[src/rtl/id_ex_stage_pkg.sv]
// -----------------------------------------------------------------------------
// id_ex_stage_pkg
//   Shared pipeline definitions for the ID/EX boundary: datapath width,
//   register-field width, control-bit count, the control-bundle and
//   pipeline-register record types, and the load-use match helper.
// -----------------------------------------------------------------------------
package id_ex_stage_pkg;

  localparam int DATA_W = 32;  // operand / PC width
  localparam int REG_W  = 5;   // register-file index width
  localparam int CTRL_N = 10;  // number of control bits carried into EX

  typedef logic [DATA_W-1:0] data_t;
  typedef logic [REG_W-1:0]  reg_idx_t;

  // Control bundle produced by the hazard mux. Field order fixes the packed
  // layout (reg_dst is the MSB, alu_op0 the LSB).
  typedef struct packed {
    logic reg_dst;
    logic alu_src;
    logic mem_to_reg;
    logic reg_write;
    logic mem_read;
    logic mem_write;
    logic branch;
    logic jump;
    logic alu_op1;
    logic alu_op0;
  } ctrl_t;

  // Everything the ID/EX register holds. An all-zero record is a bubble.
  typedef struct packed {
    logic     valid;
    ctrl_t    ctrl;
    data_t    reg_1;
    data_t    reg_2;
    data_t    ext;
    data_t    pc_plus_4;
    reg_idx_t rs;
    reg_idx_t rt;
    reg_idx_t rd;
  } id_ex_t;

  // True when the EX-stage destination rt is a real register ($0 excluded)
  // and is read as a source by the instruction currently in decode.
  function automatic logic rt_matches(input reg_idx_t rt_ex,
                                      input reg_idx_t rs_id,
                                      input reg_idx_t rt_id);
    return (rt_ex != '0) && ((rt_ex == rs_id) || (rt_ex == rt_id));
  endfunction

endpackage : id_ex_stage_pkg

[src/rtl/id_ex_stage_load_use_detect.sv]
// -----------------------------------------------------------------------------
// load_use_detect
//   Combinational load-use hazard detector. Raises hazard when the
//   instruction in EX is a valid load whose rt feeds the instruction in ID.
//
//   Ports:
//     valid_id_ex     in  1      EX slot holds a real instruction
//     mem_read_id_ex  in  1      EX instruction is a load
//     rt_id_ex        in  REG_W  load destination register
//     rs_if_id        in  REG_W  decoding instruction source rs
//     rt_if_id        in  REG_W  decoding instruction source rt
//     hazard          out 1      stall request for PC / IF-ID
// -----------------------------------------------------------------------------
module load_use_detect
  import id_ex_stage_pkg::*;
(
  input  logic     valid_id_ex,
  input  logic     mem_read_id_ex,
  input  reg_idx_t rt_id_ex,
  input  reg_idx_t rs_if_id,
  input  reg_idx_t rt_if_id,
  output logic     hazard
);

  // valid gates the whole term so a flushed or reset slot can never stall.
  assign hazard = valid_id_ex & mem_read_id_ex &
                  rt_matches(rt_id_ex, rs_if_id, rt_if_id);

endmodule : load_use_detect

[src/rtl/id_ex_stage.sv]
// -----------------------------------------------------------------------------
// id_ex_stage
//   ID/EX pipeline register with stall/flush control and load-use hazard
//   detection. Captures the hazard-muxed control bits, decode operands and
//   register fields on each rising clock edge. flush loads a bubble and
//   overrides stall; stall holds every field.
//
//   Ports:
//     clock, reset_n                     rising-edge clock, async active-low reset
//     stall_id_ex, flush_id_ex           hold / bubble control
//     ctrl_*_hazard_mux (10)             control bits from the hazard mux
//     reg_1_content, reg_2_content,
//     extension_out, pc_plus_4_if_id     32-bit ID-stage operands
//     instr_rs/rt/rd_if_id               5-bit register fields in decode
//     *_id_ex                            registered copies of the above
//     valid_id_ex                        EX slot holds a real instruction
//     ctrl_hazard_mux_hazard             load-use stall request
//     pc_write, if_id_write              inverse of the stall request
// -----------------------------------------------------------------------------
module id_ex_stage
  import id_ex_stage_pkg::*;
(
  input  logic              clock,
  input  logic              reset_n,

  input  logic              stall_id_ex,
  input  logic              flush_id_ex,

  input  logic              ctrl_reg_dst_hazard_mux,
  input  logic              ctrl_alu_src_hazard_mux,
  input  logic              ctrl_mem_to_reg_hazard_mux,
  input  logic              ctrl_reg_write_hazard_mux,
  input  logic              ctrl_mem_read_hazard_mux,
  input  logic              ctrl_mem_write_hazard_mux,
  input  logic              ctrl_branch_hazard_mux,
  input  logic              ctrl_jump_hazard_mux,
  input  logic              ctrl_alu_op1_hazard_mux,
  input  logic              ctrl_alu_op0_hazard_mux,

  input  logic [DATA_W-1:0] reg_1_content,
  input  logic [DATA_W-1:0] reg_2_content,
  input  logic [DATA_W-1:0] extension_out,
  input  logic [DATA_W-1:0] pc_plus_4_if_id,

  input  logic [REG_W-1:0]  instr_rs_if_id,
  input  logic [REG_W-1:0]  instr_rt_if_id,
  input  logic [REG_W-1:0]  instr_rd_if_id,

  output logic              ctrl_reg_dst_id_ex,
  output logic              ctrl_alu_src_id_ex,
  output logic              ctrl_mem_to_reg_id_ex,
  output logic              ctrl_reg_write_id_ex,
  output logic              ctrl_mem_read_id_ex,
  output logic              ctrl_mem_write_id_ex,
  output logic              ctrl_branch_id_ex,
  output logic              ctrl_jump_id_ex,
  output logic              ctrl_alu_op1_id_ex,
  output logic              ctrl_alu_op0_id_ex,

  output logic [DATA_W-1:0] reg_1_content_id_ex,
  output logic [DATA_W-1:0] reg_2_content_id_ex,
  output logic [DATA_W-1:0] extension_out_id_ex,
  output logic [DATA_W-1:0] pc_plus_4_id_ex,

  output logic [REG_W-1:0]  instr_rs_id_ex,
  output logic [REG_W-1:0]  instr_rt_id_ex,
  output logic [REG_W-1:0]  instr_rd_id_ex,

  output logic              valid_id_ex,

  output logic              ctrl_hazard_mux_hazard,
  output logic              pc_write,
  output logic              if_id_write
);

  ctrl_t  ctrl_in;
  id_ex_t bank_d;
  id_ex_t bank_q;
  logic   hazard;

  assign ctrl_in = '{
    reg_dst:    ctrl_reg_dst_hazard_mux,
    alu_src:    ctrl_alu_src_hazard_mux,
    mem_to_reg: ctrl_mem_to_reg_hazard_mux,
    reg_write:  ctrl_reg_write_hazard_mux,
    mem_read:   ctrl_mem_read_hazard_mux,
    mem_write:  ctrl_mem_write_hazard_mux,
    branch:     ctrl_branch_hazard_mux,
    jump:       ctrl_jump_hazard_mux,
    alu_op1:    ctrl_alu_op1_hazard_mux,
    alu_op0:    ctrl_alu_op0_hazard_mux
  };

  // Next-state: flush beats stall beats load. A load-use bubble needs no
  // special case here -- the hazard mux already zeroes the controls, so it
  // is captured as an ordinary load.
  always_comb begin
    // NOTE: the hold value is assigned first so every path drives bank_d and
    // no latch is inferred; combinational blocks use blocking '='.
    bank_d = bank_q;
    if (flush_id_ex) begin
      bank_d = '0;
    end else if (!stall_id_ex) begin
      bank_d.valid     = 1'b1;
      bank_d.ctrl      = ctrl_in;
      bank_d.reg_1     = reg_1_content;
      bank_d.reg_2     = reg_2_content;
      bank_d.ext       = extension_out;
      bank_d.pc_plus_4 = pc_plus_4_if_id;
      bank_d.rs        = instr_rs_if_id;
      bank_d.rt        = instr_rt_if_id;
      bank_d.rd        = instr_rd_if_id;
    end
  end

  // NOTE: the whole bank is reset (not only valid) because downstream logic
  // observes every field directly; sequential state uses non-blocking '<='.
  always_ff @(posedge clock or negedge reset_n) begin
    if (!reset_n) begin
      bank_q <= '0;
    end else begin
      bank_q <= bank_d;
    end
  end

  assign ctrl_reg_dst_id_ex    = bank_q.ctrl.reg_dst;
  assign ctrl_alu_src_id_ex    = bank_q.ctrl.alu_src;
  assign ctrl_mem_to_reg_id_ex = bank_q.ctrl.mem_to_reg;
  assign ctrl_reg_write_id_ex  = bank_q.ctrl.reg_write;
  assign ctrl_mem_read_id_ex   = bank_q.ctrl.mem_read;
  assign ctrl_mem_write_id_ex  = bank_q.ctrl.mem_write;
  assign ctrl_branch_id_ex     = bank_q.ctrl.branch;
  assign ctrl_jump_id_ex       = bank_q.ctrl.jump;
  assign ctrl_alu_op1_id_ex    = bank_q.ctrl.alu_op1;
  assign ctrl_alu_op0_id_ex    = bank_q.ctrl.alu_op0;

  assign reg_1_content_id_ex   = bank_q.reg_1;
  assign reg_2_content_id_ex   = bank_q.reg_2;
  assign extension_out_id_ex   = bank_q.ext;
  assign pc_plus_4_id_ex       = bank_q.pc_plus_4;

  assign instr_rs_id_ex        = bank_q.rs;
  assign instr_rt_id_ex        = bank_q.rt;
  assign instr_rd_id_ex        = bank_q.rd;

  assign valid_id_ex           = bank_q.valid;

  load_use_detect u_load_use_detect (
    .valid_id_ex    (bank_q.valid),
    .mem_read_id_ex (bank_q.ctrl.mem_read),
    .rt_id_ex       (bank_q.rt),
    .rs_if_id       (instr_rs_if_id),
    .rt_if_id       (instr_rt_if_id),
    .hazard         (hazard)
  );

  // While in reset valid is 0, so hazard is 0 and both write enables are 1.
  assign ctrl_hazard_mux_hazard = hazard;
  assign pc_write               = ~hazard;
  assign if_id_write            = ~hazard;

endmodule : id_ex_stage

[config.mk]
export PLATFORM = sky130hd
export DESIGN_NAME = id_ex_stage
export DESIGN_NICKNAME = d
export VERILOG_FILES = /design/src/rtl/id_ex_stage_pkg.sv /design/src/rtl/id_ex_stage_load_use_detect.sv /design/src/rtl/id_ex_stage.sv
export SDC_FILE = /design/constraint.sdc
export NUM_CORES = 1
export LEC_CHECK = 0
export ABC_AREA = 1
export CORE_MARGIN = 1
export CORE_UTILIZATION = 41
export DETAILED_ROUTE_END_ITERATION = 8
export HOLD_SLACK_MARGIN = 0.02
export PLACE_DENSITY = 0.79
export SETUP_SLACK_MARGIN = 0.05
export SLEW_MARGIN = 5
export SYNTH_ARGS = -nofsm -noshare
export SYNTH_HDL_FRONTEND = slang
export SYNTH_SLANG_ARGS = --single-unit
[constraint.sdc]
create_clock -name clock -period 1.72 [get_ports clock]
set_clock_uncertainty 0.05 [all_clocks]
set_input_delay 0.43 -clock clock [delete_from_list [all_inputs] [get_ports clock]]
set_output_delay 0.43 -clock clock [all_outputs]
set_load 0.01 [all_outputs]
### Word-level counts from Yosys, hierarchy flattened

Index checks and enable logic that the tools add are counted.
Widths: inputs -> output; s select.

* bitwise operators: 3
* div/mod/pow operators: 0
* shift operators: 0
* muxes and demuxes: 2
* reduce and logical (&&, ||, !) cells: 3
* equality and inequality tests: 3
* order comparisons: 0
* multipliers: 0
* add/subtract/negate cells: 0

Operators by type and width (number)
* $mux 154: 2
* $eq 5x5->1: 2
* $reduce_bool 5->1: 1
* $and 1x1->1: 2
* $ne 2x1->1 const B: 1
* $logic_and 1x1->1: 1
* $logic_or 1x1->1: 1
* $not 1->1: 1

* output and inout bits: 157
* ROM bits: 0
* bits in registers: 154
* input bits: 157
* RAM bits: 0
* memories kept: 0
* bits in latches: 0

### Longest topological paths before layout

* depth in word-level cells: 5
* gate-level depth with buffers: 8
* mapped depth without buffers: 7

### Hierarchy

From an unflattened synthesis, not the netlist that was laid out.

* cells, all modules: 713
* area, all modules: 6237.2 µm²

Modules (own cells, without submodules)
* id_ex_stage: instances 1, area an instance 6034.5 µm², cells each 668, seq. area each 3853.7 µm²
* load_use_detect: instances 1, area an instance 202.7 µm², cells each 45, seq. area each 0.0 µm²

### Worst setup path before layout

No wires, ideal clock.

* path type: flip-flop to output port
* from: reg bank_q, in the netlist instr_rt_id_ex[3]
* to: out pc_write
* buffers on the path: 1
* data arrival time: 1.080 ns
* data required time: 1.240 ns
* cell stages (with the launch flop): 7
* setup slack: 0.160 ns
* cell sequence: dfrtp_1 -> nor3_1 -> nand3_1 -> nand3_1 -> inv_1 -> nand2_1 -> buf_4

* word-level cells in the longest chain between the ends: 5
* elaborated cells between the ends (all ways): 7

Ends and longest elaborated chain
* start: declaration: RTL line id_ex_stage.sv:78 `id_ex_t bank_q;`
* start signal: assignment: RTL line id_ex_stage.sv:122 `bank_q <= bank_d;`
* $eq 5x5->1: RTL line id_ex_stage_pkg.sv:49 `return (rt_ex != '0) && ((rt_ex == rs_id) || (rt_ex == rt_id));`
* $logic_or 1x1->1: RTL line id_ex_stage_pkg.sv:49
* $logic_and 1x1->1 (*): RTL line id_ex_stage_pkg.sv:49
* $and 1x1->1 (*): RTL line id_ex_stage_load_use_detect.sv:26 `assign hazard = valid_id_ex & mem_read_id_ex &`
* $not 1->1 (*)
* end: declaration: RTL line id_ex_stage.sv:72 `output logic pc_write,`

Every way passes the cells marked *; elsewhere a longest branch is shown, timed or not.

### Final worst setup path

* from: in instr_rs_if_id[2]
* to: out ctrl_hazard_mux_hazard

* word-level cells in the longest chain between the ends: 4

Ends and longest elaborated chain
* start: declaration: RTL line id_ex_stage.sv:45 `input logic [REG_W-1:0] instr_rs_if_id,`
* $eq 5x5->1: RTL line id_ex_stage_pkg.sv:49
* $logic_or 1x1->1: RTL line id_ex_stage_pkg.sv:49
* $logic_and 1x1->1: RTL line id_ex_stage_pkg.sv:49
* $and 1x1->1: RTL line id_ex_stage_load_use_detect.sv:26
* end: declaration: RTL line id_ex_stage.sv:71 `output logic ctrl_hazard_mux_hazard,`

Every way passes these cells.

==> impl_metrics.tcl <==
set metrics [dict create \
    status "finished with violations" \
    failed_checks "negative setup slack" \
    synth_seq_area_share_pct 58.96 \
    synthToLayoutAreaGrowth_pct 60.93 \
    num-nets-final 1190 \
    die_area_um2 16450 \
    maxSlewViolCount 0 \
    cts.sinks 154 \
    grt_pass1_wl_mm 31.82 \
    synth.most_common_cell "nand3_1" \
    drt_first_pass_iters 6 \
    worstPathCellList "clkdlybuf4s50_1 -> inv_1 -> nand2_1 -> nand2_1 -> nor2_1 -> nand3_1 -> a21oi_1 -> buf_2" \
    synthTopCellsByCount "nand3_1 (299), nand2_1 (168), dfrtp_1 (154)" \
    ant_nets 0 \
    post_route_cells_drive_above_1_share_pct 9.082 \
    worstPathMaxFanout 2 \
    clkTransAtPathRegs_ns 0.06 \
    numCtsBuffers 17 \
    rsz0062_at_grt "true" \
    vias_per_cell 5.144 \
    setup.worst_path.end_class "primary output" \
    synth_area_leaders "dfrtp_1 (59%), nand3_1 (23%), nand2_1 (9.6%), buf_2 (3.1%), buf_6 (1.4%)" \
    cp_num_buf_inv 3 \
    cpMaxStageDelayCell "clkdlybuf4s50_1" \
    tns_ns -0.8481 \
    required_ns 1.24 \
    synth_nets 878 \
    num_vias 6466 \
    antenna_found_initial 0 \
    p_per_area_nw_per_um2 896.4 \
    ios 314 \
    drt_iter0_drc 418 \
    dpl_cell_area_um2 10070 \
    gr-usage-all-layers_pct 25.14 \
    cts_max_level 4 \
    fin_hold_ws_ns 0.4037 \
    fmax_mhz 496.3 \
    synth_warnings 0 \
    avgSynthCellArea_um2 9.066 \
    gp_congestion 0.8767 \
    die_h_um 128.3 \
    stdcell_area_um2 10520 \
    cpPeakStageDelay_ns 0.47 \
    crit_top_cell "nand2_1" \
    slew_headroom_pct 70.78 \
    wl_per_cell_um 16.17 \
    synth-main-ff-cell "dfrtp_1" \
    grt_max_degree 94 \
    min_path_type "input pin to flip-flop" \
    grt_pass1_vias 6202 \
    leakagePower_nw 5.624 \
    cts_tree "yes" \
    grt_overflow 0 \
    tightest_slew_ns 0.4383 \
    clock_latency_ns 0.41 \
    critPathLaunchType "input pin" \
    ff2ff_setup_slack_ns 0.78 \
    placementRows 45 \
    cts-root-buf "clkbuf_16" \
    initial_core_util_pct 42.52 \
    async_reset_ff_share_pct 100.0 \
    dp_hpwl_mm 14.13 \
    fin_ws_ns -0.2949 \
    core_region_area_um2 15370 \
    final_util_pct 68.43 \
    synth_cell_types 19 \
    max-vdd-ir-drop_mv 0.6315 \
    ys_ff_latch 154 \
    crit_type "input pin to primary output" \
    drc 0 \
    setup_viol 3 \
    diodes 0 \
    period_share_pct 117.1 \
    routed_wl_mm 20.33 \
    drv_cap 0 \
    yosys.area.top_type "dfrtp_1" \
    post-route-min-period_ns 2.015 \
    port_buffers 313 \
    hold_violations 0 \
    yosysTopAreaCellShare_pct 58.96 \
    power.total_mw 9.429 \
    cp.arrival_ns 1.53 \
    synth_edf_count 0 \
    syn_area_um2 6536 \
    ctsLongestPathBuffers 2 \
    die_w_um 128.3 \
    crit_family "buffers and inverters" \
    synthCells 721 \
]
kinds of logic after synthesis:
group	share of synthesized area, %
flops	58.96
simple gates	33.12
compound gates	0.8231
buf+inv	6.700
xor+xnor	0.4021
tightest hold or removal path, stage by stage:
cell,delay [ns]
dlygate4sd2_1,0.23
nand3_1,0.09
o21ai_1,0.07
layout by cell type (no fill, tap or decap), drive strengths merged, types with 4 or more instances in the layout:
| master | count |
|---|---|
| buf | 52 |
| nand2 | 170 |
| clkbuf | 25 |
| nand3 | 299 |
| clkdlybuf4s50 | 148 |
| o21ai | 5 |
| nor2 | 4 |
| dfrtp | 154 |
| dlygate4sd2 | 155 |
| inv | 16 |
final cells by class:
| type | instances | area (um2) |
|---|---|---|
| clock buffers | 24 | 491.7 |
| clock inverters | 8 | 108.9 |
| fillers | 1266 | 4852 |
| inverters | 14 | 60.06 |
| multi-input cells | 487 | 2267 |
| flip-flops and latches | 154 | 3855 |
| well taps | 211 | 264.0 |
| repair buffers | 359 | 3472 |
state kept, by name, summed over array words and instances (netlist names):
register / count
ctrl_alu_op0_id_ex: 1
ctrl_alu_op1_id_ex: 1
ctrl_alu_src_id_ex: 1
ctrl_branch_id_ex: 1
ctrl_jump_id_ex: 1
ctrl_mem_read_id_ex: 1
ctrl_mem_to_reg_id_ex: 1
ctrl_mem_write_id_ex: 1
ctrl_reg_dst_id_ex: 1
ctrl_reg_write_id_ex: 1
extension_out_id_ex: 32
instr_rd_id_ex: 5
instr_rs_id_ex: 5
instr_rt_id_ex: 5
pc_plus_4_id_ex: 32
reg_1_content_id_ex: 32
reg_2_content_id_ex: 32
valid_id_ex: 1
metal layers:
metal  global-route usage, %  up-vias  routed length, um
li1                        -     3063                  -
met2                   41.56      300               9948
met3                   7.930       45               1777
met5                       0        -                  0
met4                   11.56        0                650
met1                   29.91     3058               7949
stage by stage:
step / std cells / setup slack, ns
2_1_floorplan: 721 / 0.1600
3_3_place_gp: 1221 / -0.7400
3_5_place_dp: 1221 / -0.7597
4_1_cts: 1255 / -0.2705
5_1_grt: 1257 / -0.3648
6_report: 1257 / -0.2949
report_power, final:
group	switching, mW	leakage (nW)	internal [mW]
registers	0.148	1.99	3.89
logic	0.809	3.35	0.838
clock network	1.44	0.284	2.31
worst paths after layout:
kind,to,depth (start not counted),startpoint
worst min register to register,reg_1_content_id_ex[13],2,reg_1_content_id_ex[13]
worst min-delay path,instr_rt_id_ex[0],3,instr_rt_if_id[0]
min in group asynchronous,reg_2_content_id_ex[25],2,reset_n
worst max-delay path,ctrl_hazard_mux_hazard,8,instr_rs_if_id[2]
worst max register to register,instr_rt_id_ex[4],3,instr_rt_id_ex[4]
max in group asynchronous,instr_rt_id_ex[2],3,reset_n
timing repair:
item                                    4_1_cts  5_1_grt
resized for setup                           182        8
pin swaps                                     7        6
endpoints found under the setup margin      157        7
buffers inserted                              1        2
hold endpoints to repair                     35        0
hold buffers                                  1        0
(Power assumes the default switching activity.)
